==> config.mk <==
export PLATFORM = sky130hd
export DESIGN_NAME = eq3_vector_tester
export DESIGN_NICKNAME = d
export VERILOG_FILES = /design/src/rtl/eq3_vector_tester.sv
export SDC_FILE = /design/constraint.sdc
export NUM_CORES = 1
export LEC_CHECK = 0
export ABC_AREA = 1
export ABC_CLOCK_PERIOD_IN_PS = 1800
export CAP_MARGIN = 20
export CORE_MARGIN = 5
export CORE_UTILIZATION = 50
export DETAILED_ROUTE_END_ITERATION = 12
export GPL_TIMING_DRIVEN = 0
export HOLD_SLACK_MARGIN = 0.1
export PLACE_DENSITY = 0.75
export REMOVE_ABC_BUFFERS = 1
export SETUP_SLACK_MARGIN = 0.1
export SLEW_MARGIN = 40
export SYNTH_ARGS = -nofsm -noshare
export SYNTH_HDL_FRONTEND = slang
export SYNTH_SLANG_ARGS = --single-unit
==> constraint.sdc <==
create_clock -name clk -period 1.8 [get_ports clk]
set_clock_uncertainty 0.15 [all_clocks]
set_input_delay 0.27 -clock clk [delete_from_list [all_inputs] [get_ports clk]]
set_output_delay 0.27 -clock clk [all_outputs]
set_load 0.1 [all_outputs]
==> src/rtl/eq3_vector_tester.sv <==
// rtl/eq3_vector_tester.sv - self-running stimulus driver and checker for the 3-input all-equal function
module eq3_vector_tester #(
  parameter int SETTLE_CYCLES = 2
) (
  input  logic       clk,
  input  logic       rst,
  input  logic       start,
  output logic       dut_a,
  output logic       dut_b,
  output logic       dut_c,
  input  logic       dut_y,
  output logic       busy,
  output logic       done,
  output logic       pass,
  output logic [3:0] err_count,
  output logic [7:0] fail_mask,
  output logic [2:0] vec_idx,
  output logic       sample_stb
);

  typedef enum logic [2:0] {
    IDLE   = 3'd0,
    DRIVE  = 3'd1,
    SETTLE = 3'd2,
    SAMPLE = 3'd3,
    DONE   = 3'd4
  } state_t;

  localparam int CW = 8;
  // Last counter value spent in SETTLE; unused when the settle phase is skipped.
  localparam logic [CW-1:0] SETTLE_LAST = CW'((SETTLE_CYCLES > 0) ? (SETTLE_CYCLES - 1) : 0);

  state_t        state;
  state_t        state_nxt;
  logic [CW-1:0] settle_cnt;
  logic          expected;

  // Reference value of the all-equal function for the vector currently on the DUT pins.
  assign expected   = ({dut_a, dut_b, dut_c} == 3'b000) || ({dut_a, dut_b, dut_c} == 3'b111);
  assign sample_stb = (state == SAMPLE);
  assign pass       = done && (err_count == 4'd0);

  // State register; reset abandons any run in progress.
  always_ff @(posedge clk) begin
    if (rst) begin
      state <= IDLE;
    end else begin
      state <= state_nxt;
    end
  end

  // Next-state logic: one vector per DRIVE -> SETTLE* -> SAMPLE pass.
  always_comb begin
    state_nxt = state;
    case (state)
      IDLE, DONE: begin
        if (start) state_nxt = DRIVE;
      end
      DRIVE: begin
        state_nxt = (SETTLE_CYCLES == 0) ? SAMPLE : SETTLE;
      end
      SETTLE: begin
        if (settle_cnt == SETTLE_LAST) state_nxt = SAMPLE;
      end
      SAMPLE: begin
        state_nxt = (vec_idx == 3'd7) ? DONE : DRIVE;
      end
      default: state_nxt = IDLE;
    endcase
  end

  // Datapath: stimulus pins, settle counter and result accumulation.
  always_ff @(posedge clk) begin
    if (rst) begin
      dut_a      <= 1'b0;
      dut_b      <= 1'b0;
      dut_c      <= 1'b0;
      busy       <= 1'b0;
      done       <= 1'b0;
      err_count  <= 4'd0;
      fail_mask  <= 8'h00;
      vec_idx    <= 3'd0;
      settle_cnt <= '0;
    end else begin
      case (state)
        IDLE, DONE: begin
          if (start) begin
            vec_idx   <= 3'd0;
            err_count <= 4'd0;
            fail_mask <= 8'h00;
            done      <= 1'b0;
            busy      <= 1'b1;
          end
        end
        DRIVE: begin
          {dut_a, dut_b, dut_c} <= vec_idx;
          settle_cnt            <= '0;
        end
        SETTLE: begin
          settle_cnt <= settle_cnt + 1'b1;
        end
        SAMPLE: begin
          if (dut_y != expected) begin
            err_count          <= err_count + 4'd1;
            fail_mask[vec_idx] <= 1'b1;
          end
          if (vec_idx == 3'd7) begin
            busy <= 1'b0;
            done <= 1'b1;
          end else begin
            vec_idx <= vec_idx + 3'd1;
          end
        end
        default: ;
      endcase
    end
  end

endmodule
==> results of run 1 <==
-- stage by stage --
step	cell area (sq um)	setup slack, ns	TNS [ns]	cells	hold WS, ns
after floorplan	1560	-1.76	-6.39	226	0.189
final	1900	0.0465	0	305	0.280
after detailed placement	1760	-0.252	-3.30	295	0.286
after CTS	1870	0.0376	0	303	0.302
after global routing	1900	-0.0319	-0.0319	305	0.297
after global placement	1870	-0.525	-7.32	295	0.285
-- cells in the final DEF, fill, tap and decap left out, types with 2 or more instances in the layout --
master,Yosys,routed
o21ai_1,2,2
o21ai_0,18,18
nand3_1,24,24
clkinvlp_4,0,2
buf_4,1,6
ha_1,6,6
buf_2,2,14
clkdlybuf4s50_1,0,2
a21oi_1,25,25
nand4_1,2,2
clkinv_4,1,2
a21oi_2,3,3
nor2_2,1,2
clkbuf_4,0,7
nor3_1,3,2
dfxtp_2,0,5
nor2_1,32,31
nand2_1,46,46
dfxtp_1,31,26
inv_1,23,21
-- power by group through the flow --
stage	Clock, uW	Sequential [uW]	Combinational (uW)
CTS	431	1010	1890
floorplan	0	1950	650
global placement	0	1020	1980
finish	419	1020	1890
detailed placement	0	1020	1860
global route	472	1050	2030
-- what timing repair did --
item | CTS | global route
hold buffers | 0 | 0
buffers inserted | 0 | 2
endpoints found under the hold margin | 0 | 0
resized for setup | 18 | 6
gates cloned | 1 | 0
setup endpoints to repair | 7 | 23
-- metal layers --
layer  part of all wire  vias to the layer above
li1                   -                      821
met1               0.49                      696
met2               0.44                       34
met3              0.047                        6
met4              0.017                        0
met5                  0                        -
-- flip-flops by register name (all words and copies together), names as in the netlist --
register / count
state: 3
dut_c: 1
busy: 1
dut_b: 1
done: 1
fail_mask: 8
settle_cnt: 8
dut_a: 1
err_count: 4
vec_idx: 3
-- final cells by class --
| cell class | count | area [sq um] | share of cell area |
|---|---|---|---|
| Timing Repair Buffer | 27 | 194 | 0.102 |
| Tap cell | 44 | 55.1 | 0.0290 |
| Clock inverter | 1 | 5.00 | 0.00264 |
| Clock buffer | 6 | 51.3 | 0.0271 |
| Inverter | 25 | 108 | 0.0568 |
| Timing Repair inverter | 1 | 7.51 | 0.00396 |
| Sequential cell | 31 | 627 | 0.331 |
| Multi-Input combinational cell | 170 | 848 | 0.448 |
-- worst paths after layout --
check / to / slack [ns] / depth (start not counted)
max: pass / 0.05 / 5
min: state[1]$_SDFFE_PP0P_ / 0.28 / 2
max reg2reg: done$_SDFFE_PP0P_ / 0.24 / 7
min reg2reg: busy$_SDFFE_PP0P_ / 0.30 / 2
-- cells by family (layout without fill, tap and decap cells) --
family / count (synthesis) / in the layout / synth area share
flops: 31 / 31 / 0.379
buf+inv: 35 / 60 / 0.108
fa+ha+maj: 6 / 6 / 0.0458
simple gates: 112 / 112 / 0.297
compound gates: 52 / 52 / 0.170
==> run_results.csv, run 1 <==
group,metric,value,unit
power_and_ir_drop,power_frac_seq,0.306,
synthesis,synthTopCellsByCount,"46 x nand2_1, 32 x nor2_1, 31 x dfxtp_1",
sta,period_minus_slack,1.75,ns
floorplanning,die_x,67.3,um
critical_path,startpoint,"err_count[0]$_SDFFE_PP0P_",
sta,slew_violations,0,
global_route,grt_most_used_layer,"met2",
synthesis,yosys.area.top_type,"dfxtp_1",
route,wirelength,3.43,mm
hold_path,min_from,"rst",
synthesis,ys_warn_count,0,
cells_and_area,drive_gt1_frac,0.195,
critical_path,critPathMaxStageDelay,0.36,ns
route,firstDrtPassIters,4,
global_route,grt_max_degree,28,
floorplanning,core-area,3100,sq um
run,max_cap_viol_count,0,
power_and_ir_drop,finalPower,3320,uW
cts,cts_root_buffer,"clkbuf_4",
hold_path,hold_class,"input port to flip-flop",
cts,clock_sinks,31,
power_and_ir_drop,power_density,1750,nW/um^2
synthesis,synth_area_leaders,"dfxtp_1 38%, nand2_1 11%, a21oi_1 7.6%",
floorplanning,io_pins,26,
global_route,met1_usage,0.195,
global_route,grt_overflow_total,0,
floorplanning,initial_core_util,0.528,
cts,clock_latency,0.34,ns
synthesis,synth_flop_cell,"dfxtp_1",
global_route,met2_usage,0.285,
sta,max_slew.worst_pin.slew,0.586,ns
route,vias,1557,
sta,final-hold-violation-count,0,
synthesis,ys_async_sr_fraction,0,
global_route,antenna_found_initial,0,
global_route,grt_pass1_vias,1391,
critical_path,cp_slowest_cell,"dfxtp_2",
critical_path,cp_max_fo,5,
cts,clock_path_buffers,2,
critical_path,rr_startpoint,"vec_idx[1]$_SDFFE_PP0P_",
power_and_ir_drop,p_leak,0.000816,uW
synthesis,synth-seq-area-share,0.379,
cts,cts_tree,"done",
global_route,grt_pass1_wl,5.80,mm
synthesis,syn_inst,236,
power_and_ir_drop,p_sw,1890,uW
sta,max_slew_margin,0.609,
power_and_ir_drop,p_clk_frac,0.126,
place,dp_hpwl,2.32,mm
cells_and_area,final_nets,271,
critical_path,cp.arrival,1.33,ns
synthesis,yosysTopAreaCellShare,0.379,
floorplanning,fp-row-count,20,
sta,setup_violations,0,
cells_and_area,num_antenna_cells,0,
critical_path,critPathKind,"flip-flop to primary output",
route,route.detailed.drc,0,
power_and_ir_drop,p_sw_frac,0.569,
power_and_ir_drop,p_comb_frac,0.568,
route,antenna_left,0,
power_and_ir_drop,ir_drop,1070,uV
global_route,track_usage,0.168,
global_route,globalRouteMet3Util,0.0499,
route,drt-initial-drc-count,58,
synthesis,ys_ff_latch,31,
critical_path,crit_family,"flip-flops",
run_status,outcome,"complete, no violations",
critical_path,worst-path-buf-inv,2,
cts,htree_levels,2,
power_and_ir_drop,p_int,1430,uW
sta,rsz0062_at_grt,"true",
cts,clkTransAtPathRegs,0.10,ns
floorplanning,fp.dieH,67.3,um
synthesis,synth-edff-count,0,
synthesis,ys_types,28,
critical_path,cp-end-kind,"primary output",
place,port_buffers,25,
critical_path,crit_chain,"inv_2 > ha_1 > nand2_1 > nor3_2 > buf_6",
synthesis,syn-mean-instance-area,6.95,sq um
cells_and_area,utilization,0.611,
cts,numCtsBuffers,5,
place,gp_congestion,0.876,
route,vias_per_cell,5.10,
cells_and_area,fillerInstances,320,
critical_path,worstPathRequired,1.38,ns
critical_path,cp-start-kind,"flip-flop",
route,wl_per_cell,11.3,um
floorplanning,die_area,4520,sq um
synthesis,syn-cell-area,1640,sq um
synthesis,synth_most_common_cell,"nand2_1",
cells_and_area,area_delta_synth_final,15.6,%
sta,max_freq,570,MHz
sta,fin_crit_sh,0.974,
(Power assumes the default switching activity.)
==> inputs of run 2 (changes only) <==
Settings changed: ABC_CLOCK_PERIOD_IN_PS 1800 to default.
==> results of run 2 <==
Final layout, timing and power as in run 1 (identical DEF).
==> inputs of run 3 (changes only) <==
Settings changed: CORE_MARGIN 5 to 1.
==> run_results.csv, run 3 (synthesis gave the netlist of run 1 again) <==
group,metric,value,unit
global_route,met1_usage,0.271,
hold_path,hold_class,"input port to flip-flop",
global_route,antenna_found_initial,0,
power_and_ir_drop,p_leak,0.000816,uW
power_and_ir_drop,p_clk_frac,0.108,
floorplanning,fp.dieH,59.3,um
cells_and_area,utilization,0.624,
global_route,grt_pass1_vias,1350,
sta,final-hold-violation-count,0,
global_route,globalRouteMet3Util,0.0459,
hold_path,holdPathStages,2,
place,dpl_cell_area,1760,sq um
cts,clkTransAtPathRegs,0.09,ns
cts,clock_sinks,31,
cts,numCtsBuffers,5,
power_and_ir_drop,power_density,1750,nW/um^2
critical_path,rr_startpoint,"err_count[1]$_SDFFE_PP0P_",
power_and_ir_drop,p_int,1440,uW
floorplanning,core-area,3080,sq um
cells_and_area,layout_common_cells,"45 x nand2_1, 31 x nor2_1, 26 x dfxtp_1, 25 x a21oi_1, 24 x nand3_1",
critical_path,cp-end-kind,"primary output",
route,route.detailed.drc,0,
cells_and_area,stdcell_area,1920,sq um
route,wirelength,3.51,mm
power_and_ir_drop,power_frac_seq,0.300,
power_and_ir_drop,p_sw_frac,0.570,
sta,setup_violations,0,
run,max_cap_viol_count,0,
power_and_ir_drop,ir_drop,1060,uV
cts,cts_root_buffer,"clkbuf_4",
critical_path,cp-start-kind,"flip-flop",
sta,rsz0062_at_grt,"true",
global_route,met2_usage,0.347,
place,dpl.cell_count,295,
route,wl_per_cell,11.5,um
critical_path,timing.rr.end,"err_count[2]$_SDFFE_PP0P_",
global_route,grt_most_used_layer,"met2",
cts,cts_tree,"done",
place,dp_hpwl,2.25,mm
sta,max_slew.worst_pin.slew,0.568,ns
hold_path,min_to,"state[1]$_SDFFE_PP0P_",
route,vias_per_cell,5.19,
global_route,grt_overflow_total,0,
critical_path,critPathKind,"flip-flop to primary output",
critical_path,cp_max_fo,2,
sta,max_slew_margin,0.621,
cells_and_area,stdcell_count,306,
sta,slew_violations,0,
cts,clock_latency,0.32,ns
global_route,grt_max_degree,28,
route,vias,1588,
sta,period_minus_slack,1.75,ns
sta,max_freq,572,MHz
place,gp_congestion,0.792,
sta,fin_crit_sh,0.970,
floorplanning,die_area,3510,sq um
cells_and_area,final_common_cell,"nand2_1",
critical_path,reg2reg_slack,0.22,ns
sta,fin_tns_setup,0,ns
cells_and_area,reg_top3,"fail_mask (8), settle_cnt (8), err_count (4)",
global_route,grt_pass1_wl,5.69,mm
route,drt-initial-drc-count,54,
route,antenna_left,0,
critical_path,worstPathRequired,1.38,ns
route,firstDrtPassIters,5,
cts,clock_path_buffers,2,
power_and_ir_drop,p_comb_frac,0.592,
power_and_ir_drop,p_sw,1910,uW
run_status,outcome,"complete, no violations",
sta,whs,0.277,ns
cells_and_area,area_delta_synth_final,17.2,%
cts,htree_levels,2,
floorplanning,initial_core_util,0.533,
cells_and_area,final_nets,273,
place,port_buffers,25,
cells_and_area,num_antenna_cells,0,
cells_and_area,drive_gt1_frac,0.206,
floorplanning,io_pins,26,
critical_path,cp.arrival,1.33,ns
floorplanning,die_x,59.3,um
hold_path,min_from,"rst",
global_route,track_usage,0.212,
floorplanning,fp-row-count,20,
critical_path,ff2ff_path_depth,8,
[run 3: power by group through the flow]
stage	registers (uW)	clock network (uW)	logic, uW
2_1_floorplan	1950	0	650
3_3_place_gp	1020	0	1970
3_5_place_dp	1020	0	1850
4_1_cts	993	370	1920
5_1_grt	1030	398	2140
6_report	1010	361	1980
[run 3: metal layers]
layer	routed length (um)	share of wire
met5	0	0
met4	38	0.011
met3	196	0.056
met2	1610	0.46
met1	1670	0.48
[run 3: worst max-delay path by stage]
stage	from	endpoint	slack [ns]
final	err_count[0]$_SDFFE_PP0P_	pass	0.05
after CTS	state[1]$_SDFFE_PP0P_	sample_stb	0.01
after global placement	err_count[0]$_SDFFE_PP0P_	pass	-0.52
after floorplan	err_count[0]$_SDFFE_PP0P_	pass	-1.76
after global routing	err_count[0]$_SDFFE_PP0P_	pass	-0.01
after detailed placement	rst	vec_idx[0]$_SDFFE_PP0P_	-0.23
[run 3: through the flow]
| stage | total power, uW | setup slack, ns |
|---|---|---|
| 2_1_floorplan | 2600 | -1.76 |
| 3_3_place_gp | 2980 | -0.521 |
| 3_5_place_dp | 2870 | -0.230 |
| 4_1_cts | 3280 | 0.0132 |
| 5_1_grt | 3570 | -0.0104 |
| 6_report | 3350 | 0.0532 |
[run 3: final cells by class]
type	instances	area, sq um
Timing Repair Buffer	29	204
Fill cell	296	1160
Inverter	25	115
Multi-Input combinational cell	170	871
Tap cell	44	55.1
Timing Repair inverter	1	7.51
Sequential cell	31	627
Clock buffer	6	41.3
[run 3: critical path: stages, from the launching register on]
cell,delay (ns)
dfxtp_2,0.33
inv_2,0.07
ha_4,0.13
nand2_2,0.05
nor3_2,0.18
buf_6,0.25
[run 3: what timing repair did]
action                                  4_1_cts  5_1_grt
setup buffers                                 3        1
gates cloned                                  0        1
gates resized for setup                      10       21
endpoints found under the setup margin        4       31
pin swaps                                     0        2
hold buffers                                  0        0
